File: src/rtl/resp_btn_conditioner.sv
// Response-button conditioner: synchronizes and debounces a raw button, emits one
// strobe per accepted press, counts presses and flags a button held high too long.
module resp_btn_conditioner #(
   parameter int unsigned DB_CYCLES    = 4,
   parameter int unsigned STUCK_CYCLES = 64
) (
   input  logic       clock,
   input  logic       reset,
   input  logic       btn_raw,
   output logic       resp_pulse,
   output logic       btn_level,
   output logic       stuck,
   output logic [7:0] press_cnt,
   output logic [1:0] state_o
);

   typedef enum logic [1:0] {
      ARM     = 2'd0,
      IDLE    = 2'd1,
      PRESSED = 2'd2,
      STUCK   = 2'd3
   } state_t;

   localparam int unsigned      HOLD_W   = $clog2(STUCK_CYCLES + 1);
   localparam logic [7:0]        DB_LAST  = 8'(DB_CYCLES - 1);
   localparam logic [HOLD_W-1:0] HOLD_MAX = HOLD_W'(STUCK_CYCLES);

   logic              sync1_q, sync2_q;
   logic [7:0]        db_cnt_q, db_cnt_d;
   logic              level_q, level_d;
   logic [7:0]        arm_cnt_q, arm_cnt_d;
   logic [HOLD_W-1:0] hold_q, hold_d;
   state_t            state_q, state_d;
   logic              pulse_q, pulse_d;
   logic              stuck_q, stuck_d;
   logic [7:0]        cnt_q, cnt_d;
   logic              arm_ok, rise, fall, hold_full;

   // Debounce: level flips only after DB_CYCLES consecutive differing samples.
   always_comb begin
      db_cnt_d = db_cnt_q;
      level_d  = level_q;
      if (sync2_q == level_q) begin
         db_cnt_d = '0;
      end else if (db_cnt_q == DB_LAST) begin
         level_d  = ~level_q;
         db_cnt_d = '0;
      end else begin
         db_cnt_d = db_cnt_q + 8'd1;
      end
   end

   always_comb begin
      hold_d = '0;
      if (level_q && level_d) begin
         hold_d = (hold_q == HOLD_MAX) ? hold_q : hold_q + HOLD_W'(1);
      end
   end

   // Arming requires a clean released button seen since reset.
   always_comb begin
      arm_ok    = 1'b0;
      arm_cnt_d = '0;
      if (state_q == ARM && !sync2_q) begin
         if (arm_cnt_q == DB_LAST) arm_ok = 1'b1;
         else                      arm_cnt_d = arm_cnt_q + 8'd1;
      end
   end

   assign rise      = level_d & ~level_q;
   assign fall      = ~level_d & level_q;
   assign hold_full = (hold_d == HOLD_MAX);

   always_comb begin
      state_d = state_q;
      pulse_d = 1'b0;
      case (state_q)
         ARM: begin
            if (arm_ok)         state_d = IDLE;
            else if (hold_full) state_d = STUCK;
         end
         IDLE: begin
            if (rise) begin
               state_d = PRESSED;
               pulse_d = 1'b1;
            end
         end
         PRESSED: begin
            if (fall)           state_d = IDLE;
            else if (hold_full) state_d = STUCK;
         end
         STUCK: begin
            if (fall) state_d = IDLE;
         end
         default: state_d = ARM;
      endcase
      stuck_d = (state_d == STUCK);
      cnt_d   = (pulse_d && cnt_q != 8'hFF) ? cnt_q + 8'd1 : cnt_q;
   end

   always_ff @(posedge clock) begin
      if (reset) begin
         sync1_q   <= 1'b0;
         sync2_q   <= 1'b0;
         db_cnt_q  <= '0;
         level_q   <= 1'b0;
         arm_cnt_q <= '0;
         hold_q    <= '0;
         state_q   <= ARM;
         pulse_q   <= 1'b0;
         stuck_q   <= 1'b0;
         cnt_q     <= '0;
      end else begin
         sync1_q   <= btn_raw;
         sync2_q   <= sync1_q;
         db_cnt_q  <= db_cnt_d;
         level_q   <= level_d;
         arm_cnt_q <= arm_cnt_d;
         hold_q    <= hold_d;
         state_q   <= state_d;
         pulse_q   <= pulse_d;
         stuck_q   <= stuck_d;
         cnt_q     <= cnt_d;
      end
   end

   assign resp_pulse = pulse_q;
   assign btn_level  = level_q;
   assign stuck      = stuck_q;
   assign press_cnt  = cnt_q;
   assign state_o    = state_q;

endmodule

File: config.mk
export PLATFORM = sky130hd
export DESIGN_NAME = resp_btn_conditioner
export DESIGN_NICKNAME = d
export VERILOG_FILES = /design/src/rtl/resp_btn_conditioner.sv
export SDC_FILE = /design/constraint.sdc
export NUM_CORES = 1
export LEC_CHECK = 0
export ABC_AREA = 0
export ABC_CLOCK_PERIOD_IN_PS = 4210
export BUFFER_PORTS_ARGS = -buffer_cell sky130_fd_sc_hd__buf_2
export CAP_MARGIN = 20
export CORE_MARGIN = 5
export CORE_UTILIZATION = 62
export CTS_CLUSTER_SIZE = 12
export DETAILED_ROUTE_END_ITERATION = 7
export GPL_TIMING_DRIVEN = 0
export MAX_ROUTING_LAYER = met4
export PLACE_DENSITY_LB_ADDON = 0.3
export REMOVE_ABC_BUFFERS = 1
export SLEW_MARGIN = 0
export SYNTH_ARGS = -nofsm -noshare
export SYNTH_HDL_FRONTEND = slang
export SYNTH_SLANG_ARGS = --single-unit
File: constraint.sdc
create_clock -name clock -period 4.21 [get_ports clock]
set_input_delay 0.842 -clock clock [delete_from_list [all_inputs] [get_ports clock]]
set_output_delay 0.842 -clock clock [all_outputs]
set_load 0.005 [all_outputs]
==> results.md, run 1 <==
* Status: finished, final reports clean
* Antenna Cells at 0
* Critical Path Source: db_cnt_q[0]
* Final setup vio count at 0
* RePlAce Congestion at 0.798
* Cells on worst reg2reg path at 6
* # hold bufs at CTS at 0
* Max-cap violations at 0
* Max IR drop VDD at 0.295 mV
* Drt drc at 0
* # IOs at 16
* Largest net degree at the start of global routing at 18
* WS Path Type: reg2reg
* Mapped Cells at 190
* Start of the worst register-to-register path: db_cnt_q[0]
* Detailed placement HPWL at 2.39 mm
* Placed cell areas at 0.00186 mm^2
* Max Fclk at 492 MHz
* Reg2reg setup slack at 2180 ps
* Library cells used by synthesis at 41
* Worst-path clk slew at 110 ps
* Most frequent cells in the layout: dfxtp_1 (38), nor2_1 (34), nand3_1 (15), buf_2 (15), xor2_1 (14)
* Unrepaired setup endpoints after global routing: no
* # clock sinks at 38
* H-tree levels at 2
* Register area share after synthesis at 43.2%
* Synth warnings at 0
* Die width at 63.3 um
* Cell Area, Synth at 0.00176 mm^2
* Hold Startpoint: sync1_q
* GRT overflow at 0
* Syn Area/Cell at 9.28 um^2
* Drt pass-1 iters at 4
* Initial antenna violation count at 0
* Final period utilization at 48.3%
* Final Hold Viols at 0
* Total die area at 0.00401 mm^2
* RR Endpoint: stuck
* Leak at 0.733 nW
* Hold/Removal Path Class: reg2reg
* Crit start category: flip-flop
* PortBufs at 15
* Final core utilization at 69.9%
* CP arrival at 2310 ps
* Fin Clk Skew at 4.73 ps
* CTS tree: done
* Synthesis-to-finish area growth at 8.45%
* Vias at 1,375
* CTS-repair resized insts at 0
* Gr usage total at 18.1%
* FF+latch count, synth at 38
* Clk buf depth at 2
* Worst EP required at 4490 ps
* Die height at 63.3 um
* Setup TNS at 0 ps
* CTS root buf: clkbuf_4
* Global-route wire length before repair at 5.79 mm
* Non-filler instance count after layout at 240
* PD cells at 297 mW/mm^2
* Share of cells above drive strength 1 at 16.3%
* Final wirelength at 3.25 mm
* Core area at 0.00273 mm^2
* Hold Path Sink: sync2_q
* Setup Buffers After CTS at 0
* Tmin final at 2030 ps
* DP Cell Count at 233
* Final Slew Violations at 0
* WHS Path Cells at 1
* Final Cell Area at 0.00191 mm^2
* Crit. End Element: flip-flop
* Number of global-route vias before repair at 1,370
* Clk Latency, worst-skew pair at 340 ps
* Initial DRC Count at 66
* Crit-path max FO at 5
* Routed len/inst at 13.5 um
* Cts bufs inserted at 5
* Most common cell after layout, fill and taps aside: dfxtp_1
* Row count at 19
* Slew HR at 69.3%
* Vias per cell at 5.73
* Final nets at 217
* ANT nets after route at 0
* Worst Tran Pin Value at 458 ps
* Initial Util at 64.5%
[power by group]
| group | total, mW | leakage [nW] | internal (mW) | switching [mW] |
|---|---|---|---|---|
| logic | 0.0229 | 0.395 | 0.00951 | 0.0134 |
| registers | 0.370 | 0.307 | 0.364 | 0.00519 |
| clock network | 0.175 | 0.0308 | 0.0601 | 0.115 |
| total | 0.568 | 0.733 | 0.434 | 0.134 |
[metal layers]
layer  wire length, um  track usage (%)
met2              1740             30.8
met4                39             8.05
met3               109             3.73
met5                 0                -
met1              1370             20.4
[cell type report]
class                      instances  area (um^2)
sequential                        38          761
fill                             232          822
multi-input combinational        144          971
timing repair buffer              15         75.1
clock inverter                     2         10.0
clock buffer                       5         37.5
tap                               31         38.8
inverter                           5         18.8
[registers in the layout, summed over array words and instances, names as in the netlist]
| signal | count |
|---|---|
| sync1_q | 1 |
| hold_q | 7 |
| resp_pulse | 1 |
| btn_level | 1 |
| press_cnt | 8 |
| stuck | 1 |
| sync2_q | 1 |
| arm_cnt_q | 8 |
| state_o | 2 |
| db_cnt_q | 8 |
[critical path, cell delays in order (launching register included)]
cell      delay [ps]
dfxtp_1          410
ha_1             270
nor4b_4          360
a31oi_1          140
a311oi_1         420
o221ai_1         200
a21oi_1          170
[worst max path at each step]
stage                         endpoint  cells past startpoint
after floorplan                  stuck                      6
after global placement    arm_cnt_q[6]                      4
after detailed placement  arm_cnt_q[7]                      4
after CTS                        stuck                      6
after global routing             stuck                      6
final                            stuck                      6
[synthesized netlist by cell type]
| library cell | n | area, um^2 |
|---|---|---|
| a311oi_1 | 1 | 8.76 |
| o21bai_1 | 2 | 15.0 |
| or3_1 | 3 | 18.8 |
| nor4b_4 | 1 | 23.8 |
| and2_2 | 1 | 7.51 |
| xor2_1 | 14 | 123 |
| nor3b_1 | 2 | 15.0 |
| nand3_1 | 15 | 75.1 |
| nand4_4 | 1 | 21.3 |
| xnor2_1 | 11 | 96.3 |
| nor4_4 | 1 | 21.3 |
| mux2i_1 | 1 | 10.0 |
| o22ai_1 | 2 | 12.5 |
| ha_1 | 5 | 62.6 |
| buf_2 | 1 | 5.00 |
| nand2_1 | 8 | 30.0 |
| o221ai_1 | 1 | 8.76 |
| or4b_1 | 1 | 10.0 |
| nor2b_1 | 5 | 31.3 |
| or3_4 | 1 | 11.3 |
| nor4_1 | 3 | 18.8 |
| a31oi_1 | 1 | 6.26 |
| mux2_2 | 2 | 22.5 |
| nor3_2 | 1 | 10.0 |
| nand2b_1 | 1 | 6.26 |
| and3_2 | 2 | 15.0 |
| clkbuf_1 | 2 | 7.51 |
| inv_1 | 5 | 18.8 |
| o21ai_0 | 1 | 5.00 |
| nor2_1 | 34 | 128 |
| a21boi_0 | 1 | 7.51 |
| nor3_1 | 4 | 20.0 |
| nor3_4 | 1 | 16.3 |
| nor4b_2 | 1 | 15.0 |
| o31a_1 | 1 | 8.76 |
| dfxtp_1 | 38 | 761 |
| nand4_1 | 2 | 12.5 |
| a21o_1 | 1 | 7.51 |
| a211oi_1 | 1 | 7.51 |
| and3_1 | 6 | 37.5 |
| a21oi_1 | 5 | 25.0 |
[cells by family (layout without fill, tap and decap cells)]
kind of cell               count (synthesis)  after routing  share of synthesized area [%]
AOI/OAI and AO/OA                         17             17                           6.39
xor gates and xnor gates                  25             25                           12.4
adders and majority gates                  5              5                           3.55
buffers and inverters                      8             27                           1.77
DFF                                       38             38                           43.2
muxes                                      3              3                           1.85
and+or+nand+nor                           94             94                           30.9
[through the flow]
step	hold WS, ps	total power, mW	worst slack, ps
after floorplan	414	0.393	2440
after global placement	417	0.399	2170
after detailed placement	439	0.401	2120
after CTS	460	0.570	2190
after global routing	472	0.598	1930
final	454	0.568	2180
Note: power is estimated with default switching activity, not from simulation.
==> run 2, diff against run 1 <==
ABC_CLOCK_PERIOD_IN_PS = 2100   (was 4210)
CORE_UTILIZATION = 58   (was 62)
clock period = 2.1 ns   (was 4.21 ns; I/O delays follow)
==> run 2 against run 1 <==
- setup slack worse by 2000 ps
- flip-flop and latch count unchanged
- largest cell class unchanged
- cell count up 1.7%
- critical path depth up 1
- maximum frequency up 3.6%
- routed wire length down 3.6%
- clock-buffer cell count up 2
- sequential power up 100%
- clock power rose to 2.7 times the previous value
- sequential share of layout area down 0.85 points
==> results.md, run 2 (same netlist as run 1, synthesis figures left out) <==
* Routed len/inst at 12.8 um
* Crit. End Element: flip-flop
* ANT nets after route at 0
* Met3 Resource Use GR at 5.64%
* Final period utilization at 93.4%
* Die width at 65.1 um
* Most frequent cells in the layout: dfxtp_1 (37), nor2_1 (34), nand3_1 (15), buf_2 (15), xor2_1 (14)
* Routing usage on met2 at 31.7%
* Initial antenna violation count at 0
* Met1 usage at 17.1%
* Vias per cell at 5.52
* Hold/Removal Path Class: in2reg
* Fin Clk Skew at 6.26 ps
* Initial Util at 59.2%
* Max IR drop VDD at 0.375 mV
* Final Slew Violations at 0
* Final setup vio count at 0
* Clk Latency, worst-skew pair at 330 ps
* Max-cap violations at 0
* Share of cells above drive strength 1 at 17.1%
* Drt pass-1 iters at 4
* # hold bufs at CTS at 0
* Crit start category: flip-flop
* Number of global-route vias before repair at 1,324
* PD cells at 647 mW/mm^2
* Worst Tran Pin Value at 489 ps
* CTS tree: done
* Total die area at 0.00424 mm^2
* Worst-path clk slew at 110 ps
* Tmin final at 1960 ps
* Leak at 0.749 nW
* Largest net degree at the start of global routing at 18
* Place WS at 10.9 ps
* CTS root buf: clkbuf_4
* Slew HR at 67.3%
* Crit-path max FO at 10
* Filler Cell Count at 250
* Most common cell after layout, fill and taps aside: dfxtp_1
* Final nets at 218
* Setup slack after layout at 138 ps
* # clock sinks at 38
* Unrepaired setup endpoints after global routing: no
* Drt drc at 0
* Global-route wire length before repair at 5.48 mm
* Clk buf depth at 2
* Row count at 20
* Detailed placement HPWL at 2.41 mm
* PortBufs at 15
* GRT Max-Usage Layer: met2
* Final Hold Viols at 0
* Status: finished, final reports clean
* CP arrival at 2190 ps
* Final wirelength at 3.13 mm
* Vias at 1,348
* Setup TNS at 0 ps
* WS Path Type: reg2reg
* Cts bufs inserted at 5
* GRT overflow at 0
* Initial DRC Count at 80
* # IOs at 16
* H-tree levels at 2
* Max Fclk at 510 MHz
* Worst EP required at 2330 ps
* RePlAce Congestion at 0.764
* Die height at 65.1 um
* Synthesis-to-finish area growth at 11.0%
* Antenna Cells at 0
* Core area at 0.00298 mm^2
* Gr usage total at 16.9%
run 2: changes by cell type in the layout (fill, tap and decap cells not counted), sizes merged:
| cell | delta |
|---|---|
| bufinv | +1 |
| buf | +1 |
| clkbuf | +2 |
| clkinv | -2 |
run 2: metrics by stage:
step                      instance area, um^2  hold WS [ps]  cells  util [%]  power (mW)
after floorplan                          1750           414    187         -       0.788
after global placement                   1870           416    235      62.7       0.801
after detailed placement                 1870           460    235      62.7       0.805
after CTS                                1950           297    243      65.4        1.28
after global routing                     1960           283    244      65.7        1.32
final                                    1960           305    244      65.7        1.27
run 2: critical path, cell delays in order, from the launching register on:
cell     delay (ps)
dfxtp_1         420
ha_1            270
nor4b_4         210
buf_4           180
nand4_4         150
nor4_1          410
xnor2_1         170
nor2_1           50
run 2: timing repair:
action,CTS,global route
endpoints found under the setup margin,1,4
gates resized for setup,1,2
buffers inserted,0,1
run 2: area by class of cell:
class	count	area, um^2	area share (%)
multi-input combinational	144	977	49.9
sequential	38	762	38.9
timing repair buffer	16	82.6	4.22
clock buffer	7	45.0	2.30
tap	33	41.3	2.11
clock inverter	1	30.0	1.53
inverter	5	18.8	0.959
run 2: where the power goes:
part / internal [mW] / switching, mW
clock: 0.253 / 0.224
sequential: 0.731 / 0.0113
combinational: 0.0192 / 0.0269
total: 1.00 / 0.262
run 2: worst paths after layout:
path / startpoint / endpoint / slack (ps) / cells after the start
setup / recovery: db_cnt_q[0] / press_cnt[7] / 140 / 7
hold / removal: btn_raw / sync1_q / 310 / 2
setup reg to reg: db_cnt_q[0] / press_cnt[7] / 140 / 7
hold reg to reg: arm_cnt_q[0] / arm_cnt_q[0] / 460 / 1
run 2: layer usage:
layer / up-vias / routed length [um]
met3: 6 / 106
met2: 12 / 1640
met5: - / 0
met4: 0 / 34
li1: 699 / -
met1: 631 / 1350
==> run 3, diff against run 2 <==
ABC_CLOCK_PERIOD_IN_PS = 1900   (was 2100)
clock period = 1.9 ns   (was 2.1 ns; I/O delays follow)
==> run 3 against run 2 <==
- flip-flop and latch count unchanged
- clock-buffer cell count unchanged
- global-route usage increased by 0.48 points
- combinational power increased by 46%
- critical path depth unchanged
- first-iteration DRC count decreased by 25%
- critical path type unchanged
- highest routed layer unchanged
==> results.md, run 3 (same netlist as run 1, synthesis figures left out) <==
* Status: finished, final reports clean
* Vias per cell at 5.56
* Core area at 0.00298 mm^2
* Clk Latency, worst-skew pair at 340 ps
* Start of the worst register-to-register path: db_cnt_q[0]
* Final hold slack at 257 ps
* Worst-path clk slew at 110 ps
* CP bufs+invs at 1
* Routed len/inst at 14.4 um
* Largest net degree at the start of global routing at 18
* CTS root buf: clkbuf_4
* Crit. End Element: flip-flop
* ANT nets after route at 0
* Non-filler instance count after layout at 250
* Tmin final at 1860 ps
* Crit start category: flip-flop
* Gr usage total at 17.4%
* Cells on worst reg2reg path at 7
* Number of global-route vias before repair at 1,370
* Final setup vio count at 0
* Worst EP required at 2170 ps
* Initial antenna violation count at 0
* Worst path max stage delay at 380 ps
* Fin Clk Skew at 8.57 ps
* DP Cell Count at 235
* Reg2reg setup slack at 40 ps
* Global-route wire length before repair at 5.63 mm
* Total die area at 0.00424 mm^2
* Detailed placement HPWL at 2.41 mm
* Antenna Cells at 0
* Final core utilization at 70.4%
* Max Fclk at 538 MHz
* Max IR drop VDD at 0.413 mV
* Share of cells above drive strength 1 at 23.5%
* Worst path top cell family by delay: compound AO/OA/AOI/OAI gates
* WHS Path Cells at 2
* Drt pass-1 iters at 4
* Vias at 1,391
* Final nets at 224
* Hold Startpoint: btn_raw
* Hold/Removal Path Class: in2reg
* Slew HR at 66.9%
* Crit-path max FO at 6
* Final period utilization at 97.8%
* Clk buf depth at 2
* Final Slew Violations at 0
* Leak at 0.787 nW
* CTS tree: done
* CP arrival at 2130 ps
* Critical path, cell by cell: ha_4 > nor4b_4 > buf_6 > and2_2 > a311oi_2 > o221ai_1 > a21oi_1
* Final Cell Area at 0.00210 mm^2
* Die width at 65.1 um
* Final wirelength at 3.59 mm
* Drt drc at 0
* Final Hold Viols at 0
* # clock sinks at 38
* Initial Util at 59.2%
* RePlAce Congestion at 0.764
* Most frequent cells in the layout: dfxtp_1 (34), nor2_1 (33), nand3_1 (15), buf_2 (15), xor2_1 (14)
* Worst Tran Pin Value at 496 ps
* RR Endpoint: stuck
* Cts bufs inserted at 5
* Initial DRC Count at 60
* # IOs at 16
* Die height at 65.1 um
* Synthesis-to-finish area growth at 18.9%
* Placed cell areas at 0.00187 mm^2
* PortBufs at 15
* GRT overflow at 0
* H-tree levels at 2
* Row count at 20
* Hold Path Sink: sync1_q
* Most common cell after layout, fill and taps aside: dfxtp_1
* Max-cap violations at 0
* Tot Pwr at 1.42 mW
* WS Path Type: reg2reg
* Crit-path slowest cell: dfxtp_4
* PD cells at 677 mW/mm^2
## run 3: per-layer routing
metal,part of all wire [%],up-vias,global-route usage (%)
li1,-,711,-
met4,0.97,0,3.89
met3,3.6,5,5.64
met5,0,-,-
met2,53,18,33.0
met1,42,657,17.4
## run 3: stage by stage
stage | setup WS, ps | TNS (ps)
2_1_floorplan | 135 | 0
3_3_place_gp | -49.5 | -86.7
3_5_place_dp | -189 | -531
4_1_cts | 2.99 | 0
5_1_grt | -46.3 | -50.9
6_report | 41.1 | 0
## run 3: layout make-up
| cell class | instances | area (um^2) |
|---|---|---|
| clock buffer | 7 | 45.0 |
| clock inverter | 1 | 30.0 |
| fill | 233 | 881 |
| inverter | 5 | 18.8 |
| multi-input combinational | 145 | 1070 |
| sequential | 38 | 768 |
| tap | 33 | 41.3 |
| timing repair buffer | 21 | 124 |
## run 3: timing repair
action	4_1_cts	5_1_grt
gates resized for setup	10	10
hold buffers	0	0
setup buffers	4	2
pin swaps	3	3
gates cloned	0	1
setup endpoints to repair	16	13
## run 3: power breakdown
| group | switching (mW) | leakage [nW] | internal, mW |
|---|---|---|---|
| combinational | 0.0360 | 0.439 | 0.0311 |
| clock | 0.252 | 0.0395 | 0.279 |
| sequential | 0.0145 | 0.309 | 0.808 |
| total | 0.302 | 0.787 | 1.12 |
## run 3: how the worst max path moves through the flow
stage            startpoint           end  slack, ps  cells after the start
2_1_floorplan  arm_cnt_q[0]         stuck        130                      6
4_1_cts         db_cnt_q[0]  press_cnt[7]          3                      7
5_1_grt         db_cnt_q[0]         stuck        -50                      7
3_3_place_gp    db_cnt_q[0]         stuck        -50                      6
3_5_place_dp    db_cnt_q[0]         stuck       -190                      6
6_report        db_cnt_q[0]         stuck         40                      7
## run 3: worst register-to-register path, stage by stage (launching register included)
cell and delay [ps]:
dfxtp_4 380, ha_4 180, nor4b_4 130, buf_6 140, and2_2 190, a311oi_2 380
o221ai_1 200, a21oi_1 190
